[config.mk]
export PLATFORM = sky130hd
export DESIGN_NAME = mem_stage
export DESIGN_NICKNAME = d
export VERILOG_FILES = /design/src/rtl/mem_stage.sv
export SDC_FILE = /design/constraint.sdc
export NUM_CORES = 1
export LEC_CHECK = 0
export BUFFER_PORTS_ARGS = -buffer_cell sky130_fd_sc_hd__clkbuf_2
export CAP_MARGIN = 20
export CORE_AREA = 2 2 104 106
export DETAILED_ROUTE_END_ITERATION = 7
export DIE_AREA = 0 0 106 108
export GPL_TIMING_DRIVEN = 1
export PLACE_DENSITY = 0.93
export SYNTH_ARGS = -nofsm -noshare
export SYNTH_HDL_FRONTEND = slang
export SYNTH_SLANG_ARGS = --single-unit
[constraint.sdc]
create_clock -name i_clk -period 3.3 [get_ports i_clk]
set_input_delay 0.66 -clock i_clk [delete_from_list [all_inputs] [get_ports i_clk]]
set_output_delay 0.66 -clock i_clk [all_outputs]
set_load 0.01 [all_outputs]
[src/rtl/mem_stage.sv]
// Memory-access stage: forwards ALU results or performs one data-memory req/ack access per
// instruction, stalling upstream while busy. Optional macro: MEM_MISALIGN_CHECK_EN.
module mem_stage #(
    parameter int unsigned TIMEOUT = 16,
    parameter int unsigned CNT_W   = 8
) (
    input  logic        i_clk,
    input  logic        i_rst_n,
    input  logic        i_in_valid,
    output logic        o_in_ready,
    input  logic        i_write_reg,
    input  logic        i_load_en,
    input  logic        i_store_en,
    input  logic [4:0]  i_rd,
    input  logic [31:0] i_addr,
    input  logic [31:0] i_data,
    input  logic [31:0] i_res,
    output logic        o_dmem_req,
    output logic        o_dmem_we,
    output logic [31:0] o_dmem_addr,
    output logic [31:0] o_dmem_wdata,
    input  logic        i_dmem_ack,
    input  logic [31:0] i_dmem_rdata,
    output logic        o_wb_valid,
    output logic        o_wb_en,
    output logic [4:0]  o_wb_rd,
    output logic [31:0] o_wb_data,
    output logic        o_bus_err,
    output logic        o_stall
);

    typedef enum logic {StIdle, StAccess} state_e;

    state_e            r_state;
    logic [CNT_W-1:0]  r_cnt;
    logic              r_we;
    logic              r_write_reg;
    logic [4:0]        r_rd;
    logic [31:0]       r_addr;
    logic [31:0]       r_wdata;
    logic [31:0]       r_res;
    logic              r_wb_valid;
    logic              r_wb_en;
    logic [4:0]        r_wb_rd;
    logic [31:0]       r_wb_data;
    logic              r_bus_err;

    logic              w_accept;
    logic              w_mem;
    logic              w_misalign;
    logic              w_req;

    assign w_accept = i_in_valid && (r_state == StIdle);
    assign w_mem    = i_load_en || i_store_en;

`ifdef MEM_MISALIGN_CHECK_EN
    assign w_misalign = |i_addr[1:0];
`else
    assign w_misalign = 1'b0;
`endif

    // Request is decoded straight from state so an async reset drops it without a clock.
    assign w_req        = (r_state == StAccess);
    assign o_dmem_req   = w_req;
    assign o_dmem_we    = w_req && r_we;
    assign o_dmem_addr  = w_req ? r_addr  : 32'd0;
    assign o_dmem_wdata = w_req ? r_wdata : 32'd0;

    assign o_in_ready = (r_state == StIdle);
    assign o_stall    = (r_state != StIdle);
    assign o_wb_valid = r_wb_valid;
    assign o_wb_en    = r_wb_en;
    assign o_wb_rd    = r_wb_rd;
    assign o_wb_data  = r_wb_data;
    assign o_bus_err  = r_bus_err;

    always_ff @(posedge i_clk or negedge i_rst_n) begin
        if (!i_rst_n) begin
            r_state     <= StIdle;
            r_cnt       <= '0;
            r_we        <= 1'b0;
            r_write_reg <= 1'b0;
            r_rd        <= 5'd0;
            r_addr      <= 32'd0;
            r_wdata     <= 32'd0;
            r_res       <= 32'd0;
            r_wb_valid  <= 1'b0;
            r_wb_en     <= 1'b0;
            r_wb_rd     <= 5'd0;
            r_wb_data   <= 32'd0;
            r_bus_err   <= 1'b0;
        end else begin
            r_wb_valid <= 1'b0;
            r_wb_en    <= 1'b0;
            r_wb_rd    <= 5'd0;
            r_wb_data  <= 32'd0;
            r_bus_err  <= 1'b0;
            unique case (r_state)
                StIdle: begin
                    if (w_accept) begin
                        // Load wins when both enables are set.
                        r_we        <= i_store_en && !i_load_en;
                        r_write_reg <= i_write_reg;
                        r_rd        <= i_rd;
                        r_addr      <= i_addr;
                        r_wdata     <= i_data;
                        r_res       <= i_res;
                        r_cnt       <= '0;
                        if (!w_mem) begin
                            r_wb_valid <= 1'b1;
                            r_wb_en    <= i_write_reg && (i_rd != 5'd0);
                            r_wb_rd    <= i_rd;
                            r_wb_data  <= i_res;
                        end else if (w_misalign) begin
                            r_wb_valid <= 1'b1;
                            r_bus_err  <= 1'b1;
                        end else begin
                            r_state <= StAccess;
                        end
                    end
                end
                StAccess: begin
                    if (i_dmem_ack) begin
                        r_state    <= StIdle;
                        r_wb_valid <= 1'b1;
                        r_wb_rd    <= r_rd;
                        r_wb_en    <= !r_we && (r_rd != 5'd0);
                        r_wb_data  <= r_we ? 32'd0 : i_dmem_rdata;
                    end else if (r_cnt == CNT_W'(TIMEOUT - 1)) begin
                        r_state    <= StIdle;
                        r_wb_valid <= 1'b1;
                        r_bus_err  <= 1'b1;
                    end else begin
                        r_cnt <= r_cnt + 1'b1;
                    end
                end
                default: r_state <= StIdle;
            endcase
        end
    end

endmodule

== Word level (Yosys, flattened, before mapping) ==
Index checks and enable logic that the tools add are counted.
Word-level totals
  flip-flop bits (word level): 119
  output and inout port bits: 108
  logic and storage cells: 60
  input bits: 140
Cells by class
  $add $sub $neg: 1
  reductions and logical operators: 12
  eq/ne operators: 4
  bitwise logic cells: 1
  mux-type cells: 31
Operator list (count)
  two-way mux 32 bit: 6
  case mux 32 bit (2 select lines): 1
  two-way mux 8 bit: 3
  case mux 8 bit (2 select lines): 1
  two-way mux 5 bit: 3
  two-way mux 1 bit: 12
  case mux 5 bit (2 select lines): 1
  nonzero test 5 bit: 2
  adder 8 x 1 -> 8 bit (second input constant): 1
  equality test 8 x 4 -> 1 bit (second input constant): 1
  case mux 1 bit (2 select lines): 4
  logical AND 1 bit: 5
  inequality test 2 bit (second input constant): 2
  AND reduction 3 bit: 1
  zero test 1 bit: 2
  inequality test 2 x 1 -> 1 bit (second input constant): 1
  AND reduction 2 bit: 1
  logical OR 1 bit: 1
  NOT 1 bit: 1

== Longest topological paths before layout ==
Gate-level depths: netlist of run 1.
  depth in word-level cells: 5
  gate-level depth with buffers: 7
  depth with buffers taken out: 5

== Least setup slack after synthesis of run 1 ==
OpenSTA, ideal clock, no wires.
  path kind: register to output
  start point: reg r_state, in the netlist o_dmem_req
  end point: out o_dmem_addr[23]
  data required time: 2.640 ns
  data arrival time: 1.122 ns
  setup slack: 1.518 ns
  path buffers: 2
  stages on the path, launching flop included: 4
  cells stage by stage: dfrtp_1 -> clkbuf_1 -> clkbuf_1 -> and2_1
On the way
  cells in the longest elaborated chain, start to end: 1
Ends and longest elaborated chain
  start: declaration: RTL line 34  | state_e r_state;
  start signal: assignment: RTL line 79  | r_state <= StIdle;
  start signal: assignment: RTL line 118  | r_state <= StAccess;
  start signal: assignment: RTL line 124  | r_state <= StIdle;
  two-way mux 32 bit: RTL line 66  | assign o_dmem_addr = w_req ? r_addr : 32'd0;
  end: declaration: RTL line 20  | output logic [31:0] o_dmem_addr,
Every way passes these cells.

== Final worst setup path of run 1 ==
  start point: reg r_state, in the netlist o_dmem_req
  end point: out o_dmem_wdata[23]
On the way
  cells in the longest elaborated chain, start to end: 1
Ends and longest elaborated chain
  two-way mux 32 bit: RTL line 67  | assign o_dmem_wdata = w_req ? r_wdata : 32'd0;
  end: declaration: RTL line 21  | output logic [31:0] o_dmem_wdata,
Every way passes these cells.

==> impl_metrics.csv, run 1 <==
group,metric,value,unit
finish,final_util,67.47,%
timing,tightest_slew,988.5,ps
die,row_count,37,
logic_synthesis,ys.warnings.count,0,
finish,nets,895,
logic_synthesis,synth_xor_area_share,0,%
die,io_pins,248,
detailed_routing,dr.pass1.iters,5,
timing,hold_viol,0,
cts,postCtsSetupRepairBufs,0,
die,core_area,10230,um^2
timing,finalSetupViolations,0,
power_and_ir_drop,p_per_area,630.3,nW/um^2
cts,clk_path_buf_depth,2,
logic_synthesis,synth.net_count,658,
worst_setup_path,cp_max_fo,50,
logic_synthesis,async_reset_ff_share,100.0,%
logic_synthesis,syn_inst,517,
finish,num_antenna_cells,0,
worst_setup_path,cpMaxStageDelayCell,"dfrtp_2",
worst_setup_path,crit_type,"reg2out",
power_and_ir_drop,ir_drop,0.3032,mV
die,fp.dieH,108,um
timing,rsz0062_at_grt,"no",
logic_synthesis,muxShareOfSynthArea,0,%
worst_setup_path,worstPathArrival,1960,ps
die,dieArea,11450,um^2
global_routing,grt_max_degree,74,
cts,clk_pin_slew,60,ps
cts,cts_tree,"yes",
cts,clock-sinks,119,
die,die_x,106,um
hold_path,hp-class,"in2async",
power_and_ir_drop,p_leak,3.938,nW
placement,gp_congestion,0.7830,
finish,drive_gt1_share,37.94,%
detailed_routing,route.final.wire_length,13.86,mm
finish,layout_commonest_cell,"clkbuf_2",
worst_setup_path,cp.required,2640,ps
timing,fmaxAchievable,0.3815,GHz
global_routing,grt_use_total,24.44,%
worst_setup_path,end_kind,"output port",
worst_setup_path,critPathBufInv,2,
detailed_routing,drtIter0Drc,252,
logic_synthesis,yosysSeqAreaShare,59.28,%
die,start_util,49.10,%
finish,final_cell_mix,"clkbuf_2, nand2_1, dfrtp_1",
logic_synthesis,synth_edf_count,0,
logic_synthesis,synth_area,5024,um^2
cts,hold_buffers,0,
cts,clk_latency,500,ps
global_routing,grt_antenna_before_repair,0,
finish,fillers,820,
placement,numPortBuffers,247,
finish,syn2layout_area_growth,37.41,%
cts,cts-root-buf,"clkbuf_8",
logic_synthesis,synth_compound_area_share,8.842,%
worst_setup_path,slowest_delay,800,ps
global_routing,grt_pass1_wl,21.54,mm
detailed_routing,via_count,4531,
worst_setup_path,start_kind,"flip-flop",
power_and_ir_drop,power,4.351,mW
logic_synthesis,synth.ff_latch_count,119,
global_routing,overflow,0,
timing,fin_crit,2621,ps
logic_synthesis,synthDistinctLibCells,34,
placement,dp_hpwl,9.693,mm
outcome,outcome,"finished, final reports clean",
timing,min_period_over_period,79.42,%
detailed_routing,antenna_left,0,
detailed_routing,routedWlPerCell,15.35,um
cts,cts-resized-gates,0,
worst_setup_path,path_cells,"buf_4, and2_1, clkbuf_2",
worst_setup_path,worst_path_dominant_cell_family,"flip-flops",
global_routing,grt_pass1_vias,4411,
timing,finalSetupTns,0,ps
detailed_routing,drc,0,
cts,cts_max_level,4,
logic_synthesis,synth_top_family_by_area,"simple AND/OR/NAND/NOR gates",
finish,final_cells,903,
cts,cts_buffers,17,
logic_synthesis,synth_fa_ha_area_share,0.2491,%
placement,dp_cells,871,
timing,slew_headroom,33.38,%
logic_synthesis,syn_avg_cell_area,9.717,um^2
timing,worst_clock_skew,7.240,ps
detailed_routing,via_per_inst,5.018,
run,maxCapViolations,0,
logic_synthesis,synth-simple-area-share,27.70,%
timing,slew_viol_final,0,
logic_synthesis,yosys_most_used_dff,"dfrtp_1",
==> cell type report <==
class                      instances  area [um^2]  share of cell area (%)
timing repair buffer             252         1301                   18.85
inverter                           3        11.26                  0.1631
sequential                       119         2979                   43.16
tap                              136        170.2                   2.465
clock inverter                    14        151.4                   2.193
multi-input combinational        361         1862                   26.97
clock buffer                      18        427.9                   6.199
==> flip-flops by register name, summed over array words and instances (netlist names) <==
signal and cells:
o_wb_data 32, r_addr 32, r_wdata 32, r_cnt 8
o_wb_rd 5, r_rd 5, o_bus_err 1, o_dmem_req 1
o_wb_en 1, o_wb_valid 1, r_we 1
==> synthesized netlist by cell type, drive strengths merged (2+ instances only) <==
cell    number  area [um^2]
o21ai       11        55.05
a22o        37        324.1
nor2         2        7.510
o211ai       3        22.52
buf         17        122.6
nand2b       2        20.02
o31ai        2        15.01
nand3        7        35.03
inv          3        11.26
clkbuf      17        63.81
dfrtp      119         2978
and2        67        419.2
nor2b        2        20.02
nand2      211        792.0
nand4        2        12.51
or4          2        15.01
==> power by group <==
| group | leakage [nW] | internal, mW | switching [mW] |
|---|---|---|---|
| sequential | 1.52 | 1.67 | 0.135 |
| clock | 0.270 | 1.10 | 0.679 |
| combinational | 2.14 | 0.332 | 0.432 |
| total | 3.94 | 3.10 | 1.25 |
==> path summary, 6_finish.rpt <==
| path | from | cells past startpoint | end | slack, ps |
|---|---|---|---|---|
| setup reg to reg | o_dmem_req$_DFF_PN0_ | 3 | o_wb_data[1]$_DFF_PN0_ | 1090 |
| max in group asynchronous | i_rst_n | 2 | r_addr[24]$_DFFE_PN0P_ | 2310 |
| setup / recovery | o_dmem_req$_DFF_PN0_ | 3 | o_dmem_wdata[23] | 680 |
| hold / removal | i_rst_n | 1 | o_wb_data[26]$_DFF_PN0_ | 200 |
| min in group i_clk | i_addr[16] | 3 | r_addr[16]$_DFFE_PN0P_ | 350 |
| hold reg to reg | r_wdata[11]$_DFFE_PN0P_ | 2 | r_wdata[11]$_DFFE_PN0P_ | 470 |
==> kinds of logic (layout without fill, tap and decap cells) <==
kind of cell	Yosys count	in the layout
AO/OA/AOI/OAI	56	56
AND/OR/NAND/NOR	304	304
adder cells (fa/ha/maj)	1	1
buffers and inverters	37	287
flip-flops	119	119
==> routing by layer <==
metal	vias to the layer above	routed length [um]	track usage [%]
met5	-	0	0
met4	0	251	8.647
met3	18	1126	7.776
met2	208	7031	41.47
met1	2169	5450	29.61
li1	2136	-	-
==> through the flow <==
step	area [um^2]	worst slack [ps]	hold WS, ps
after detailed placement	6324	1106	454.3
after floorplan	5024	1518	364.4
after global routing	6903	524.8	249.3
after CTS	6903	636.8	219.6
final	6903	679.1	199.3
after global placement	6324	1142	449.7
Power figures use the tool's default switching activity.
==> inputs of run 2 (changes only) <==
CORE_AREA = 2 2 108 110   (was 2 2 104 106)
DIE_AREA = 0 0 110 112   (was 0 0 106 108)
PLACE_DENSITY = 0.88   (was 0.93)
clock period = 2.7 ns   (was 3.3 ns; I/O delays follow)
==> run 2 against run 1 <==
  * Utilization down 5.1 points
  * Clock skew shrank 0.67 ps
  * Critical path type unchanged
  * Cell count increased by 1.0%
  * First-iteration DRC count up 40%
==> impl_metrics.csv, run 2 (same netlist as run 1, synthesis figures left out) <==
group,metric,value,unit
global_routing,grt_pass1_vias,4272,
cts,cts_max_level,4,
placement,dp_worst_setup_slack,676.4,ps
finish,syn2layout_area_growth,38.73,%
worst_setup_path,start_kind,"flip-flop",
detailed_routing,drtIter0Drc,353,
global_routing,overflow,0,
global_routing,grt_pass1_wl,20.55,mm
finish,drive_gt1_share,37.97,%
global_routing,grt_antenna_before_repair,0,
cts,clock-sinks,119,
finish,final_cell_mix,"clkbuf_2, nand2_1, dfrtp_1",
die,io_pins,248,
finish,fillers,950,
die,row_count,39,
die,fp.dieH,112,um
power_and_ir_drop,ir_drop,0.3829,mV
worst_setup_path,worstPathArrival,1870,ps
worst_setup_path,end_kind,"output port",
cts,clk_path_buf_depth,2,
detailed_routing,via_count,4374,
detailed_routing,routedWlPerCell,14.18,um
detailed_routing,dr.pass1.iters,4,
hold_path,hp-class,"in2async",
detailed_routing,drc,0,
placement,dp_hpwl,9.036,mm
timing,setup_slack,285.5,ps
placement,gp_congestion,0.7676,
cts,cts-root-buf,"clkbuf_16",
power_and_ir_drop,p_leak,3.973,nW
cts,cts_tree,"yes",
placement,place_area,6347,um^2
timing,min_period_over_period,89.43,%
worst_setup_path,cp.required,2160,ps
cts,cts-resized-gates,0,
worst_setup_path,cp_max_fo,51,
cts,clk_latency,400,ps
die,core_area,11170,um^2
worst_setup_path,reg2reg_slack,720,ps
worst_setup_path,slowest_delay,850,ps
cts,postCtsSetupRepairBufs,0,
timing,fin_crit,2415,ps
cts,cts_buffers,17,
power_and_ir_drop,p_per_area,785.4,nW/um^2
finish,num_antenna_cells,0,
cts,clk_pin_slew,50,ps
finish,final_util,62.37,%
timing,hold_viol,0,
timing,finalSetupTns,0,ps
timing,worst_clock_skew,6.567,ps
timing,fmaxAchievable,0.4142,GHz
finish,final_cell_area,6969,um^2
timing,slew_viol_final,0,
global_routing,grt_max_degree,120,
finish,layout_commonest_cell,"clkbuf_2",
global_routing,grt_use_total,21.89,%
placement,numPortBuffers,247,
worst_setup_path,crit_type,"reg2out",
timing,rsz0062_at_grt,"no",
run,maxCapViolations,0,
worst_setup_path,path_cells,"buf_4, and2_1, clkbuf_2",
timing,slew_headroom,40.67,%
cts,hold_buffers,0,
die,dieArea,12320,um^2
die,die_x,110,um
detailed_routing,via_per_inst,4.796,
detailed_routing,route.final.wire_length,12.93,mm
detailed_routing,antenna_left,0,
worst_setup_path,rr_endpoint,"o_wb_en$_DFF_PN0_",
die,start_util,44.96,%
worst_setup_path,cpMaxStageDelayCell,"dfrtp_2",
finish,nets,897,
timing,finalSetupViolations,0,
worst_setup_path,ff2ff_path_depth,5,
timing,tightest_slew,880.4,ps
outcome,outcome,"finished, final reports clean",
worst_setup_path,rr_startpoint,"o_dmem_req$_DFF_PN0_",
run 2: worst max path at each step:
stage | slack (ps) | endpoint | startpoint
4_1_cts | 240 | o_dmem_addr[1] | o_dmem_req$_DFF_PN0_
5_1_grt | 110 | o_dmem_wdata[18] | o_dmem_req$_DFF_PN0_
2_1_floorplan | 1040 | o_dmem_addr[23] | o_dmem_req$_DFF_PN0_
6_report | 290 | o_dmem_addr[1] | o_dmem_req$_DFF_PN0_
3_3_place_gp | 740 | o_dmem_addr[10] | o_dmem_req$_DFF_PN0_
3_5_place_dp | 680 | o_dmem_addr[1] | o_dmem_req$_DFF_PN0_
run 2: cell type report:
type	count	area (um^2)	area share, %
clock buffers	19	442.9	6.355
clock inverters	13	178.9	2.567
inverters	3	11.26	0.1616
multi-input cells	361	1862	26.71
flip-flops and latches	119	2979	42.75
well taps	143	178.9	2.567
repair buffers	254	1316	18.89
run 2: critical path, delay by kind of cell, from the launching register on:
family	cells	cell delay, ps
flops	1	850
buf+inv	2	470
simple gates	1	150
run 2: per-layer routing:
layer | track usage [%] | vias up | share of wire [%]
met5 | 0 | - | 0
met4 | 9.030 | 0 | 1.2
met3 | 6.382 | 15 | 8.0
met2 | 37.51 | 172 | 51
met1 | 25.26 | 2046 | 40
li1 | - | 2141 | -
run 2: power breakdown:
group	internal, mW	switching, mW
registers	2.05	0.160
logic	0.409	0.514
clock network	1.56	0.782
run 2: per-stage QoR:
stage	power [mW]	instances	hold slack, ps
6_report	5.474	912	205.4
3_5_place_dp	3.168	880	454.2
2_1_floorplan	2.728	517	244.4
3_3_place_gp	3.127	880	449.5
5_1_grt	5.779	912	265.9
4_1_cts	5.552	912	258.8
